==> src/rtl/uart_cfg_pkg.sv <==
// Shared constants, state encodings and config helpers for the configurable UART core.
package uart_cfg_pkg;

    localparam int OVERSAMPLE = 16;
    localparam int SAMPLE_MID = 7;

    localparam logic [1:0] PAR_NONE = 2'd0;
    localparam logic [1:0] PAR_EVEN = 2'd1;
    localparam logic [1:0] PAR_ODD  = 2'd2;

    typedef enum logic [2:0] {
        TX_IDLE,
        TX_START,
        TX_DATA,
        TX_PARITY,
        TX_STOP1,
        TX_STOP2
    } tx_state_t;

    typedef enum logic [2:0] {
        RX_IDLE,
        RX_START,
        RX_DATA,
        RX_PARITY,
        RX_STOP
    } rx_state_t;

    // Mode 3 is reserved and behaves as no parity.
    function automatic logic parity_on(input logic [1:0] mode);
        return (mode == PAR_EVEN) || (mode == PAR_ODD);
    endfunction

endpackage

==> src/rtl/uart_tick_gen.sv <==
// Oversample tick generator: one-cycle os_tick every max(baud_div,1) clocks.
module uart_tick_gen #(
    parameter int DIV_W = 16
) (
    input  logic             clk,
    input  logic             rst,
    input  logic             clr,
    input  logic [DIV_W-1:0] baud_div,
    output logic             os_tick
);

    logic [DIV_W-1:0] cnt;
    logic [DIV_W-1:0] last;

    assign last    = (baud_div == '0) ? '0 : baud_div - DIV_W'(1);
    // >= keeps the counter from running the long way round if baud_div shrinks mid-count.
    assign os_tick = (cnt >= last);

    always_ff @(posedge clk or negedge rst) begin
        if (!rst) begin
            cnt <= '0;
        end else if (clr || os_tick) begin
            cnt <= '0;
        end else begin
            cnt <= cnt + DIV_W'(1);
        end
    end

endmodule

==> src/rtl/uart_core_cfg.sv <==
// Full-duplex UART with runtime divisor, parity and stop-bit selection, 16x RX oversampling
// and internal loopback.
module uart_core_cfg
    import uart_cfg_pkg::*;
#(
    parameter int DATA_BITS = 8,
    parameter int DIV_W     = 16
) (
    input  logic                 clk,
    input  logic                 rst,
    input  logic [DIV_W-1:0]     baud_div,
    input  logic [1:0]           parity_mode,
    input  logic                 two_stop,
    input  logic                 loopback,
    input  logic [DATA_BITS-1:0] tx_data,
    input  logic                 wr_en,
    output logic                 busy,
    output logic                 tx,
    input  logic                 rx,
    output logic [DATA_BITS-1:0] rx_data,
    output logic                 rdy,
    input  logic                 rdy_clr,
    output logic                 parity_err,
    output logic                 frame_err,
    output logic                 overrun
);

    localparam logic [3:0] BIT_LAST = 4'(OVERSAMPLE - 1);
    localparam logic [3:0] MID      = 4'(SAMPLE_MID);
    localparam logic [3:0] IDX_LAST = 4'(DATA_BITS - 1);

    function automatic logic parity_bit(input logic [DATA_BITS-1:0] d, input logic [1:0] mode);
        return (^d) ^ (mode == PAR_ODD);
    endfunction

    // ---------------- transmitter ----------------
    tx_state_t            tx_state;
    logic [3:0]           tx_cnt;
    logic [3:0]           tx_idx;
    logic [DATA_BITS-1:0] tx_shift;
    logic                 tx_par;
    logic [1:0]           tx_mode;
    logic                 tx_two_stop;
    logic                 tx_line;
    logic                 tx_accept;
    logic                 tx_tick;
    logic                 tx_bit_end;
    logic                 tx_load_bit;

    assign tx_accept = wr_en && !busy;

    // Restarting the TX divider on accept makes the frame length independent of write phase.
    uart_tick_gen #(.DIV_W(DIV_W)) u_tx_tick (
        .clk      (clk),
        .rst      (rst),
        .clr      (tx_accept),
        .baud_div (baud_div),
        .os_tick  (tx_tick)
    );

    assign tx_bit_end  = tx_tick && (tx_cnt == BIT_LAST);
    assign tx_load_bit = tx_bit_end &&
                         ((tx_state == TX_START) || (tx_state == TX_DATA && tx_idx != IDX_LAST));

    always_ff @(posedge clk) begin
        if (tx_accept) begin
            tx_shift <= tx_data;
            tx_par   <= parity_bit(tx_data, parity_mode);
        end else if (tx_load_bit) begin
            tx_shift <= tx_shift >> 1;
        end
    end

    always_ff @(posedge clk or negedge rst) begin
        if (!rst) begin
            tx_state    <= TX_IDLE;
            tx_cnt      <= '0;
            tx_idx      <= '0;
            tx_mode     <= PAR_NONE;
            tx_two_stop <= 1'b0;
            tx_line     <= 1'b1;
            busy        <= 1'b0;
        end else begin
            if (tx_tick && tx_state != TX_IDLE) begin
                tx_cnt <= tx_cnt + 4'd1;
            end
            case (tx_state)
                TX_IDLE: begin
                    if (tx_accept) begin
                        tx_state    <= TX_START;
                        tx_cnt      <= '0;
                        tx_mode     <= parity_mode;
                        tx_two_stop <= two_stop;
                        busy        <= 1'b1;
                    end
                end
                TX_START: begin
                    if (tx_bit_end) begin
                        tx_state <= TX_DATA;
                        tx_idx   <= '0;
                        tx_line  <= tx_shift[0];
                    end else if (tx_tick) begin
                        tx_line <= 1'b0;
                    end
                end
                TX_DATA: begin
                    if (tx_bit_end) begin
                        if (tx_idx == IDX_LAST) begin
                            if (parity_on(tx_mode)) begin
                                tx_state <= TX_PARITY;
                                tx_line  <= tx_par;
                            end else begin
                                tx_state <= TX_STOP1;
                                tx_line  <= 1'b1;
                            end
                        end else begin
                            tx_idx  <= tx_idx + 4'd1;
                            tx_line <= tx_shift[0];
                        end
                    end
                end
                TX_PARITY: begin
                    if (tx_bit_end) begin
                        tx_state <= TX_STOP1;
                        tx_line  <= 1'b1;
                    end
                end
                TX_STOP1: begin
                    if (tx_bit_end) begin
                        if (tx_two_stop) begin
                            tx_state <= TX_STOP2;
                        end else begin
                            tx_state <= TX_IDLE;
                            busy     <= 1'b0;
                        end
                    end
                end
                TX_STOP2: begin
                    if (tx_bit_end) begin
                        tx_state <= TX_IDLE;
                        busy     <= 1'b0;
                    end
                end
                default: begin
                    tx_state <= TX_IDLE;
                    tx_line  <= 1'b1;
                    busy     <= 1'b0;
                end
            endcase
        end
    end

    assign tx = loopback ? 1'b1 : tx_line;

    // ---------------- receiver ----------------
    rx_state_t            rx_state;
    logic [3:0]           rx_cnt;
    logic [3:0]           rx_idx;
    logic [DATA_BITS-1:0] rx_shift;
    logic                 rx_meta;
    logic                 rx_sync;
    logic                 rx_prev;
    logic                 rx_in;
    logic                 rx_tick;
    logic                 rx_bit_end;
    logic                 rx_done;
    logic                 rx_par_bad;

    always_ff @(posedge clk or negedge rst) begin
        if (!rst) begin
            rx_meta <= 1'b1;
            rx_sync <= 1'b1;
            rx_prev <= 1'b1;
        end else begin
            rx_meta <= rx;
            rx_sync <= rx_meta;
            rx_prev <= rx_in;
        end
    end

    assign rx_in = loopback ? tx_line : rx_sync;

    uart_tick_gen #(.DIV_W(DIV_W)) u_rx_tick (
        .clk      (clk),
        .rst      (rst),
        .clr      (1'b0),
        .baud_div (baud_div),
        .os_tick  (rx_tick)
    );

    assign rx_bit_end = rx_tick && (rx_cnt == BIT_LAST);
    assign rx_done    = (rx_state == RX_STOP) && rx_bit_end;

    always_ff @(posedge clk) begin
        if (rx_state == RX_DATA && rx_bit_end) begin
            rx_shift <= {rx_in, rx_shift[DATA_BITS-1:1]};
        end
    end

    // Start detection needs a 1->0 edge, so a line stuck low after a framing error cannot re-arm.
    always_ff @(posedge clk or negedge rst) begin
        if (!rst) begin
            rx_state   <= RX_IDLE;
            rx_cnt     <= '0;
            rx_idx     <= '0;
            rx_par_bad <= 1'b0;
        end else begin
            case (rx_state)
                RX_IDLE: begin
                    if (rx_prev && !rx_in) begin
                        rx_state <= RX_START;
                        rx_cnt   <= '0;
                    end
                end
                RX_START: begin
                    if (rx_tick) begin
                        if (rx_cnt == MID) begin
                            rx_cnt <= '0;
                            if (rx_in) begin
                                rx_state <= RX_IDLE;
                            end else begin
                                rx_state   <= RX_DATA;
                                rx_idx     <= '0;
                                rx_par_bad <= 1'b0;
                            end
                        end else begin
                            rx_cnt <= rx_cnt + 4'd1;
                        end
                    end
                end
                RX_DATA: begin
                    if (rx_tick) begin
                        rx_cnt <= rx_cnt + 4'd1;
                        if (rx_cnt == BIT_LAST) begin
                            if (rx_idx == IDX_LAST) begin
                                rx_state <= parity_on(parity_mode) ? RX_PARITY : RX_STOP;
                            end else begin
                                rx_idx <= rx_idx + 4'd1;
                            end
                        end
                    end
                end
                RX_PARITY: begin
                    if (rx_tick) begin
                        rx_cnt <= rx_cnt + 4'd1;
                        if (rx_cnt == BIT_LAST) begin
                            rx_par_bad <= (rx_in != parity_bit(rx_shift, parity_mode));
                            rx_state   <= RX_STOP;
                        end
                    end
                end
                RX_STOP: begin
                    if (rx_tick) begin
                        rx_cnt <= rx_cnt + 4'd1;
                        if (rx_cnt == BIT_LAST) begin
                            rx_state <= RX_IDLE;
                        end
                    end
                end
                default: begin
                    rx_state <= RX_IDLE;
                    rx_cnt   <= '0;
                end
            endcase
        end
    end

    // A completing frame takes priority over rdy_clr in the same cycle.
    always_ff @(posedge clk or negedge rst) begin
        if (!rst) begin
            rx_data    <= '0;
            rdy        <= 1'b0;
            parity_err <= 1'b0;
            frame_err  <= 1'b0;
            overrun    <= 1'b0;
        end else if (rx_done) begin
            if (!rdy || rdy_clr) begin
                rx_data    <= rx_shift;
                rdy        <= 1'b1;
                parity_err <= rx_par_bad;
                frame_err  <= !rx_in;
                overrun    <= 1'b0;
            end else begin
                overrun <= 1'b1;
            end
        end else if (rdy_clr) begin
            rdy        <= 1'b0;
            parity_err <= 1'b0;
            frame_err  <= 1'b0;
            overrun    <= 1'b0;
        end
    end

endmodule
==> config.mk <==
export PLATFORM = sky130hd
export DESIGN_NAME = uart_core_cfg
export DESIGN_NICKNAME = d
export VERILOG_FILES = /design/src/rtl/uart_cfg_pkg.sv /design/src/rtl/uart_tick_gen.sv /design/src/rtl/uart_core_cfg.sv
export SDC_FILE = /design/constraint.sdc
export NUM_CORES = 1
export LEC_CHECK = 0
export CAP_MARGIN = 20
export CORE_ASPECT_RATIO = 0.9
export CORE_MARGIN = 8
export CORE_UTILIZATION = 25
export CTS_BUF_LIST = sky130_fd_sc_hd__clkbuf_16
export CTS_CLUSTER_DIAMETER = 50
export DETAILED_ROUTE_END_ITERATION = 8
export SETUP_SLACK_MARGIN = 0.3
export SLEW_MARGIN = 40
export SYNTH_ARGS = -nofsm -noshare
export SYNTH_HDL_FRONTEND = slang
export SYNTH_SLANG_ARGS = --single-unit
==> constraint.sdc <==
create_clock -name clk -period 3.09 [get_ports clk]
set_clock_uncertainty 0.05 [all_clocks]
set_input_delay 0.927 -clock clk [delete_from_list [all_inputs] [get_ports clk]]
set_output_delay 0.927 -clock clk [all_outputs]
set_load 0.02 [all_outputs]
Word-level counts from Yosys, hierarchy flattened
Cells that the tools add are included.
- logic and storage cells: 199
- output and inout bits: 14
- bits of input ports: 33
- register bits after elaboration: 92
- bitwise gates (word level): 4
- muxes and demuxes: 76
- magnitude comparators: 2
- reductions and logical operators: 42
- add/subtract/negate cells: 7
- equality and inequality tests: 44
- operators with widths (operator ; count):
    4-bit 2-to-1 mux ; 16
    3-bit 2-to-1 mux ; 20
    16-bit 2-to-1 mux ; 3
    16-bit by 1-bit adder with 16-bit output, second input constant ; 2
    16-bit greater-or-equal comparator ; 2
    2-bit != test, second input constant ; 16
    1-bit 2-to-1 mux ; 26
    3-bit case mux with 6 select lines ; 1
    4-bit by 1-bit adder with 4-bit output, second input constant ; 4
    16-bit zero test ; 1
    8-bit 2-to-1 mux ; 2
    4-bit case mux with 2 select lines ; 2
    8-bit parity ; 2
    16-bit by 1-bit subtractor with 16-bit output, second input constant ; 1
    3-bit case mux with 5 select lines ; 1
    2-bit by 1-bit != test with 1-bit output, second input constant ; 7
    7-bit AND reduction ; 2
    3-bit by 2-bit == test with 1-bit output, second input constant ; 4
    4-bit by 3-bit == test with 1-bit output, second input constant ; 3
    4-bit case mux with 3 select lines ; 1
    10-bit AND reduction ; 1
    2-bit nonzero test ; 5
    3-bit == test, second input constant ; 3
    1-bit logical AND ; 9
    22 further kinds ; 41

Depth between registers and ports, before layout
Gate-level depths: netlist of the first run.
- depth after elaboration: 7
- mapped depth: 17
- gate-level depth less buffers: 16

By module
A second synthesis of the first run with hierarchy kept.
- cells, all modules: 630
- area, all modules: 6145.9 µm²
- by module, submodules not included (module ; area each (µm²) ; instances ; seq. area each (µm²) ; cells an instance):
    uart_core_cfg ; 3163.0 ; 1 ; 1591.5 ; 281
    uart_tick_gen (u_tx_tick) ; 1492.7 ; 1 ; 400.4 ; 173
    uart_tick_gen (u_rx_tick) ; 1490.2 ; 1 ; 400.4 ; 176

Worst setup path before layout of the first run
Ideal clock, no wire load.
- path kind: input-to-reg
- start: input baud_div[0]
- end: register tx_shift[0] (enable)
- stages on the path: 15
- arrival: 4.057 ns
- setup time: 0.329 ns
- buffers on the path: 0
- slack: -1.346 ns
- data required time: 2.711 ns
- path through: inv_1 -> ha_1 -> nand2b_1 -> nor4_1 -> nand2_1 -> nor4_1 -> xor2_1 -> nand2_1 -> ha_1 -> nand4_1 -> or3_1 -> nor4_1 -> a211oi_2 -> or3_1 -> nand2_1
- longest elaborated chain between the ends: 6
- elaborated cells between the ends (all ways): 7
- classes of those cells: add/sub (1); order compare (1); mux (1); reduce/logical (4)
- RTL lines (what ; RTL line ; RTL):
    start: declaration ; uart_core_cfg.sv:11 ; input logic [DIV_W-1:0] baud_div,
    16-bit by 1-bit subtractor with 16-bit output or 16-bit zero test (tied branches) ; uart_tick_gen.sv:15 ; assign last = (baud_div == '0) ? '0 : baud_div - DIV_W'(1);
    16-bit 2-to-1 mux * ; uart_tick_gen.sv:15 ;
    16-bit greater-or-equal comparator * ; uart_tick_gen.sv:17 ; assign os_tick = (cnt >= last);
    1-bit logical AND * ; uart_core_cfg.sv:61 ; assign tx_bit_end = tx_tick && (tx_cnt == BIT_LAST);
    1-bit logical AND * ; uart_core_cfg.sv:62 ; assign tx_load_bit = tx_bit_end &&
    2-bit nonzero test (no source line) * ; -- ;
    end signal: assignment ; uart_core_cfg.sv:67 ; tx_shift <= tx_data;
    end signal: assignment ; uart_core_cfg.sv:70 ; tx_shift <= tx_shift >> 1;
    end: declaration ; uart_core_cfg.sv:40 ; logic [DATA_BITS-1:0] tx_shift;
Every way passes the cells marked *; elsewhere a longest branch is shown, timed or not.
A chain may end at the register's enable or synchronous reset.

Worst setup path in the final report of the first run
- start: input baud_div[3]
- end: register tx_shift[1] (enable)
Same word-level chain as after synthesis.

==> results.ini, run 1 <==
[run_status]
outcome = finished with violations
failed_checks = negative setup slack

[synthesis]
synth.distinct_cells = 58
synth-seq-cells = 92
synth_nets = 661
synth_warnings = 0
synth_xor_area_frac = 0.09442
synth_top_family_by_area = simple AND/OR/NAND/NOR gates
synth_flop_cell = dfrtp_1
syn_inst = 587
synthMuxAreaShare = 0.02765
async_reset_ff_frac = 0.8152
synth_edf_count = 17
yosys.area_share.simple = 0.2313
synth_fa_ha_area_frac = 0.09218
syn_area_um2 = 5565
synth_seq_area_share = 0.4299
synth-compound-area-share = 0.1036
syn_avg_cell_area_um2 = 9.481

[detailed_routing]
wl_met3_um = 559
vias = 4681
wl_met1_um = 7204
drc = 0
wl_per_cell_um = 13.99
routed.top_layer = met4
viasPerCell = 4.653
route.met2.wl_um = 6188
drtIter0Drc = 238
wirelength_um = 14070
ant_nets = 0
drtPass1Iterations = 4

[finish]
most-common-layout-cells = nand2_1 (76), dfrtp_1 (71), buf_4 (59)
layout.nets = 784
n_antenna_cell = 0
drive_gt1_frac = 0.2965
n_fill_cell = 2146
final_common_cell = nand2_1
area_growth_pct = 43.77

[global_routing]
grt_pass1_wl_um = 23170
overflow = 0
grt_pass1_vias = 4619
antenna_found_initial = 0
grtUsageTotal = 0.1028
grt_max_degree = 45

[placed_design]
place_ws_ns = -1.709
io_buffers = 46
gp_congestion = 0.7836
hpwl_um = 9783

[critical_path]
worst-setup-path-type = in -> reg
startpoint_type = primary input
cp_common_cell = nor4_4
worstSetupStartpoint = baud_div[3]
r2r.worst_path.cells = 8
cp_max_fo = 8
cp-endpoint = tx_shift[1]
path_cells = clkdlybuf4s15_1 > nor4_4 > nand2_2 > nor4_4 > xor2_1 > nand2_2 > buf_6 > buf_6 > ha_4 > nand4_1 > or3_4 > nor4_4 > a211oi_4 > or3_4 > nand2_8
worst_ep_arrival_time_ns = 4.15
ff2ff_setup_slack_ns = 0.43
required_ns = 3.10
regToRegEndpoint = rx_data[1]
r2r_start = u_rx_tick.cnt[14]
critPathMaxStageDelay_ns = 0.45
cp-end-kind = flip-flop
critPathSlowestCell = or3_4

[sta]
timing.final.ws_setup_ns = -1.053
worstMarginPinSlew_ns = 0.6554
slew_viol_final = 0
finalCriticalPeriod_ns = 4.143
period_share = 1.341
grt_setup_unrepaired = yes
fmax_mhz = 241.4
hold_viol = 0
slew_headroom = 0.5597
setup_viol_count_final = 85

[clock_tree]
clock_sinks = 92
cts_root_buffer = clkbuf_16
insertion_delay_ns = 0.34
cts_buffer_depth = 2
tritoncts = done
cts_made_buffers = 9
htreeDepth = 3
clk_pin_slew_ns = 0.07
cts-hold-fix-buffers = 0

[floorplanning]
fp.coreArea_um2 = 21760
die_h_um = 157.5
initial_core_util = 0.2558
io_pins = 47
die_x_um = 173.3
dieArea_um2 = 27300
fp-row-count = 51

[flow_run]
maxCapViolations = 0

[power_and_ir_drop]
total_power_w = 0.003988
ir_drop_mv = 0.2848
p_per_area_nw_per_um2 = 498.5
leakagePower_nw = 3.513

[hold_path]
hold_path_class = reg -> reg

layout make-up:
| class | count | area (um2) | share of cell area |
|---|---|---|---|
| clock inverters | 7 | 92.59 | 0.01157 |
| multi-input cells | 467 | 3676 | 0.4594 |
| flip-flops and latches | 92 | 2392 | 0.2990 |
| clock buffers | 9 | 225.2 | 0.02815 |
| repair buffers | 125 | 1177 | 0.1471 |
| well taps | 291 | 364.1 | 0.04550 |
| inverters | 15 | 73.82 | 0.009226 |
critical path, delay by kind of cell:
family          cells  cell delay, ns
xor+xnor            1            0.23
compound gates      1            0.13
buf+inv             3            0.49
fa+ha+maj           1            0.25
simple gates        9            2.12
registers in the layout (all words and copies together), names as in the netlist, 8 cells and up:
signal,flops
rx_data,8
u_rx_tick.cnt,16
u_tx_tick.cnt,16
rx_shift,8
tx_shift,8
per-layer routing:
metal	up-vias	global-route usage
met5	-	0
met3	8	0.02299
li1	2323	-
met1	2261	0.1441
met2	89	0.1567
met4	0	0.02666
per-stage QoR:
step	std cells	hold WS (ns)	TNS [ns]	util	instance area, um2
2_1_floorplan	587	0.2952	-56.83	-	5747
5_1_grt	1006	0.3120	-87.66	0.3677	8001
6_report	1006	0.3080	-75.79	0.3677	8001
3_3_place_gp	960	0.2994	-126.97	0.3168	6894
3_5_place_dp	960	0.2993	-131.14	0.3168	6894
4_1_cts	999	0.3098	-63.13	0.3515	7649
cell usage after synthesis (all sizes together) (4+ instances only):
library cell  instances  area (um2)
nor2                 69       277.8
buf                   5       22.52
xor2                 30       262.8
nand2b               11       68.82
edfxtp               17       510.5
nand3                31       155.2
mux2                 11       123.9
or3                   5       31.28
clkbuf               10       37.54
nand2                91       349.1
o211ai                5       42.54
o21ai                22       110.1
dfrtp                71        1777
and3                 12       75.07
a21oi                22       110.1
a21o                  4       30.03
nor4                  9       56.30
nor3                 10       55.05
o31ai                 4       30.03
a211o                 4       35.03
a22o                  6       52.55
nand4                 7       58.81
dfstp                 4       105.1
inv                  15       56.30
ha                   41       513.0
xnor2                30       262.8
how the worst min path moves through the flow:
stage / depth (start not counted) / startpoint / slack [ns] / end
after floorplan: 0 / rx_meta / 0.30 / rx_sync
after global placement: 0 / rx_meta / 0.30 / rx_sync
after detailed placement: 0 / rx_meta / 0.30 / rx_sync
after CTS: 0 / rx_meta / 0.31 / rx_sync
after global routing: 0 / rx_meta / 0.31 / rx_sync
final: 0 / rx_meta / 0.31 / rx_sync
power by group:
group	total [W]	leakage [nW]	internal, W	switching [W]
Combinational	0.00118	2.22	0.000614	0.000569
Sequential	0.00162	1.14	0.00140	0.000224
Clock	0.00118	0.153	0.000706	0.000478
Total	0.00399	3.51	0.00272	0.00127
cell families after synthesis:
family / Yosys count
multiplexers: 14
flip-flops: 92
buffers and inverters: 30
AO/OA/AOI/OAI: 87
AND/OR/NAND/NOR: 263
XOR/XNOR: 60
adder cells (fa/ha/maj): 41
timing repair:
action                                  4_1_cts  5_1_grt
endpoints found under the hold margin         0        0
pin swaps                                    31       46
setup buffers                                20        7
resized for setup                            96       73
endpoints found under the setup margin       86       86
cloned                                        3        0
(Power assumes the default switching activity.)
==> run 2: changes to the inputs <==
Settings changed: GPL_ROUTABILITY_DRIVEN from default to 0, PLACE_DENSITY from default to 0.4.
==> run 2 against run 1 <==
  * The flow still finishes with violations (negative setup slack)
  * Fmax up 5.7%
  * Final area decreased by 1.3%
  * Final cell count about the same
  * Largest power group unchanged
  * Hold slack better by 0.0031 ns
  * Clock power fell by 13%
  * Sequential power about the same
  * Clock-buffer cell count is the same
  * Flip-flop and latch count stayed put
  * Via count decreased by 0.94%
  * First-iteration DRC count is 11% lower
==> results.ini, run 2 (synthesis results as in run 1) <==
[power_and_ir_drop]
total_power_w = 0.003823
clkPwrFrac = 0.270
p_switching_w = 0.001282
switching_share = 0.3353
p_int_w = 0.002541
leakagePower_nw = 3.464
ir_drop_mv = 0.2723
pwr-share-seq = 0.421
power_frac_comb = 0.309
p_per_area_nw_per_um2 = 484.4

[detailed_routing]
wl_per_cell_um = 15.01
wirelength_um = 15120
vias = 4637
viasPerCell = 4.605
drc = 0
drtPass1Iterations = 4
ant_nets = 0
drtIter0Drc = 213

[floorplanning]
die_x_um = 173.3
io_pins = 47
fp-row-count = 51
dieArea_um2 = 27300
initial_core_util = 0.2558
die_h_um = 157.5
fp.coreArea_um2 = 21760

[sta]
slew_viol_final = 0
grt_setup_unrepaired = yes
worstMarginPinSlew_ns = 0.6342
setup_viol_count_final = 85
slew_headroom = 0.5739
finalCriticalPeriod_ns = 3.919
fmax_mhz = 255.2
hold_viol = 0
period_share = 1.268
fin_setup_tns_ns = -57.61
timing.final.ws_setup_ns = -0.8291

[critical_path]
cp_max_fo = 5
cp-end-kind = flip-flop
startpoint_type = primary input
required_ns = 3.28
worst-setup-path-type = in -> reg
worst_ep_arrival_time_ns = 4.11

[global_routing]
grt_pass1_vias = 4944
grtUsageTotal = 0.1139
overflow = 0
antenna_found_initial = 0
grt_pass1_wl_um = 25410
grt_max_degree = 39

[clock_tree]
insertion_delay_ns = 0.35
cts_made_buffers = 9
tritoncts = done
cts_buffer_depth = 2
clock_sinks = 92
cts-hold-fix-buffers = 0
clk_pin_slew_ns = 0.07
htreeDepth = 3
cts_root_buffer = clkbuf_16

[finish]
final_common_cell = nand2_1
seqCellArea_um2 = 2392
area_growth_pct = 41.84
n_antenna_cell = 0
layout.nets = 785
most-common-layout-cells = nand2_1 (79), dfrtp_1 (71), buf_4 (60)
drive_gt1_frac = 0.2793
n_fill_cell = 2201
multi_input_area_um2 = 3596
reg_top3 = u_rx_tick.cnt (16), u_tx_tick.cnt (16)

[run_status]
failed_checks = negative setup slack
outcome = finished with violations

[placed_design]
hpwl_um = 10820
io_buffers = 46

[flow_run]
maxCapViolations = 0

[hold_path]
hold_path_class = reg -> reg

==> run 2: stage by stage <==
stage	hold WS, ns	setup WS, ns	util	area [um2]	std cells
finish	0.3111	-0.8291	0.3628	7894	1007
global placement	0.3052	-1.664	0.3190	6942	963
global route	0.3168	-0.9488	0.3628	7894	1007
floorplan	0.2952	-0.9279	-	5747	587
CTS	0.3169	-0.7798	0.3561	7749	1004
detailed placement	0.3060	-1.682	0.3190	6942	963
==> run 2: routing by layer <==
layer  global-route usage  routed length, um  up-vias
met2               0.1802               6818       89
met5                    0                  0        -
li1                     -                  -     2314
met1               0.1502               7476     2211
met4              0.03979                302        0
met3              0.02682                521       23
==> run 2: path summary, 6_finish.rpt <==
| kind | slack, ns | endpoint | cells after the start | startpoint |
|---|---|---|---|---|
| setup / recovery | -0.83 | rx_data[2] | 15 | baud_div[6] |
| hold / removal | 0.31 | rx_sync | 0 | rx_meta |
| setup reg to reg | 0.40 | parity_err | 13 | u_rx_tick.cnt[0] |
| hold reg to reg | 0.31 | rx_sync | 0 | rx_meta |
| max in group asynchronous | 1.80 | tx_line | 2 | rst |
| min in group asynchronous | 0.52 | u_tx_tick.cnt[9] | 1 | rst |
==> run 2: power by group through the flow <==
stage	logic, W	clock network (W)	registers, W
floorplan	0.000690	0	0.00155
finish	0.00118	0.00103	0.00161
CTS	0.00116	0.00108	0.00161
global placement	0.000984	0	0.00162
detailed placement	0.00100	0	0.00162
global route	0.00134	0.00112	0.00164
==> run 2: final cells by class <==
| class | instances | area share |
|---|---|---|
| Inverter | 15 | 0.009352 |
| Clock buffer | 9 | 0.02853 |
| Timing Repair Buffer | 127 | 0.1520 |
| Clock inverter | 7 | 0.005389 |
| Tap cell | 291 | 0.04612 |
| Multi-Input combinational cell | 466 | 0.4555 |
| Sequential cell | 92 | 0.3031 |
==> run 2: what timing repair did <==
action,4_1_cts,5_1_grt
setup endpoints to repair,86,86
resized for setup,126,27
gates cloned,4,0
pin swaps,33,10
buffers inserted,21,3
==> run 2: critical path, cell delays in order <==
cell and delay (ns):
buf_6 0.10, nor4_4 0.28, nor2b_4 0.23, and3_4 0.22, buf_6 0.10, xor2_1 0.15
nand2_1 0.12, ha_1 0.32, nand2_2 0.07, nor3_2 0.19, or4b_4 0.51, nand4b_4 0.17
nand4_4 0.18, nor2_4 0.19, mux2_2 0.34
==> run 3: changes to the inputs <==
Settings changed: CORE_UTILIZATION 25 to 30, PLACE_DENSITY 0.4 to 0.46.
==> run 3 against run 2 <==
  * The run still ends with negative setup slack left
  * Highest routed layer unchanged
  * Fmax decreased by 4.6%
  * Sequential share of layout area decreased by 0.077 points
  * Core utilization increased by 7.0 points
  * Largest cell class unchanged
  * Final area increased by 0.25%
==> results.ini, run 3 (synthesis results as in run 1) <==
[floorplanning]
dieArea_um2 = 23170
initial_core_util = 0.3043
die_x_um = 159.6
fp-row-count = 47
fp.coreArea_um2 = 18290
io_pins = 47
die_h_um = 145.2

[global_routing]
grtUsageTotal = 0.1263
grt_pass1_wl_um = 24320
grt_max_degree = 40
grt_pass1_vias = 4751
antenna_found_initial = 0
overflow = 0

[clock_tree]
cts_root_buffer = clkbuf_16
cts_buffer_depth = 2
clk_pin_slew_ns = 0.07
cts_made_buffers = 9
htreeDepth = 3
tritoncts = done
clock_sinks = 92
insertion_delay_ns = 0.35

[hold_path]
hold_end = rx_sync
hold_path_class = reg -> reg
hold_depth = 0
hold_start = rx_meta

[power_and_ir_drop]
clkPwrFrac = 0.276
switching_share = 0.3378
p_switching_w = 0.001337
p_per_area_nw_per_um2 = 500.0
power_frac_comb = 0.318
leakagePower_nw = 3.510
p_int_w = 0.002620
ir_drop_mv = 0.2684
pwr-share-seq = 0.406

[detailed_routing]
drc = 0
wirelength_um = 14550
ant_nets = 0
vias = 4655
drtPass1Iterations = 6
viasPerCell = 4.829
drtIter0Drc = 196
wl_per_cell_um = 15.09

[critical_path]
crit_buf_inv = 3
worstSetupStartpoint = baud_div[9]
critPathMaxStageDelay_ns = 0.50
path_cells = buf_8 > nor4_4 > nor2b_4 > buf_6 > and3_4 > nand2_1 > xnor2_1 > nand2_1 > buf_4 > ha_4 > nand4_1 > nor3_2 > or4b_4 > nand4b_4 > nand4_4 > nor2_4 > mux2_4
required_ns = 3.28
cp_common_cell = nand2_1
r2r.worst_path.cells = 10
cp_top_family = simple AND/OR/NAND/NOR gates
cp-end-kind = flip-flop
ff2ff_setup_slack_ns = 0.43
cp_max_fo = 5
path_depth = 17
regToRegEndpoint = rx_data[0]
worst_ep_arrival_time_ns = 4.30
startpoint_type = primary input
worst-setup-path-type = in -> reg
r2r_start = u_rx_tick.cnt[0]
critPathSlowestCell = or4b_4

[sta]
slew_headroom = 0.5566
setup_viol_count_final = 85
whs_ns = 0.3113
finalCriticalPeriod_ns = 4.109
period_share = 1.330
fin_setup_tns_ns = -72.23
worstMarginPinSlew_ns = 0.6601
slew_viol_final = 0
fmax_mhz = 243.4
grt_setup_unrepaired = yes
hold_viol = 0
timing.final.ws_setup_ns = -1.019

[flow_run]
maxCapViolations = 0

[run_status]
failed_checks = negative setup slack
outcome = finished with violations

[finish]
final_common_cell = nand2_1
drive_gt1_frac = 0.2865
area_growth_pct = 42.20
n_antenna_cell = 0
most-common-layout-cells = nand2_1 (82), dfrtp_1 (71), buf_4 (60)
layout.nets = 788
reg_top3 = u_rx_tick.cnt (16), u_tx_tick.cnt (16)

[placed_design]
hpwl_um = 10220
place_ws_ns = -1.717
io_buffers = 46

==> run 3: changes by cell type in the layout (fill, tap and decap cells not counted), moves of 3 or more <==
cell and delta:
nand2_1 +3, buf_8 +3, nand2_2 -3, nor2_1 -6
o21ai_0 +3, o21ai_1 -3, ha_1 +3, nor2_4 +4
==> run 3: worst register-to-register path: stages (launching register included) <==
cell,delay [ns]
dfrtp_1,0.42
inv_1,0.07
ha_1,0.28
nand2b_4,0.12
a2111oi_4,0.07
buf_4,0.14
or4b_4,0.53
nand4b_4,0.17
nand4_4,0.18
nor2_4,0.23
mux2_4,0.32
==> run 3: final cells by class <==
class                   instances  area, um2
flip-flops and latches         92       2392
clock buffers                   9      225.2
fillers                      1754      10380
inverters                      15      73.82
repair buffers                129       1225
well taps                     245      306.5
multi-input cells             467       3628
clock inverters                 7      62.56
==> run 3: power groups by stage <==
stage	Clock, W	Combinational [W]	Sequential, W
after floorplan	0	0.000690	0.00155
after global placement	0	0.000968	0.00162
after detailed placement	0	0.000991	0.00162
after CTS	0.00114	0.00117	0.00160
after global routing	0.00119	0.00142	0.00164
final	0.00109	0.00126	0.00161
==> run 3: worst max path at each step <==
stage | to | slack (ns)
CTS | rx_data[0] | -1.01
floorplan | rx_data[0] | -0.93
global route | rx_data[0] | -1.15
detailed placement | tx_shift[6] | -1.72
global placement | tx_shift[7] | -1.70
finish | rx_data[0] | -1.02
==> run 3: through the flow <==
step | cells | total power, W | cell area (um2) | util
after floorplan | 587 | 0.002237 | 5747 | -
after global placement | 914 | 0.002584 | 6849 | 0.3745
after detailed placement | 914 | 0.002608 | 6849 | 0.3745
after CTS | 950 | 0.003910 | 7594 | 0.4152
after global routing | 964 | 0.004243 | 7914 | 0.4327
final | 964 | 0.003957 | 7914 | 0.4327
==> run 3: repair_timing <==
action / CTS / global route
setup endpoints to repair: 86 / 85
resized for setup: 113 / 45
hold buffers: 0 / 0
buffers inserted: 17 / 14
pin swaps: 32 / 43
cloned: 3 / 0
==> run 3: metal layers <==
metal	up-vias	part of all wire	track usage
met4	0	0.019	0.03911
met5	-	0	0
met3	19	0.045	0.03648
li1	2320	-	-
met1	2223	0.49	0.1708
met2	93	0.45	0.1911
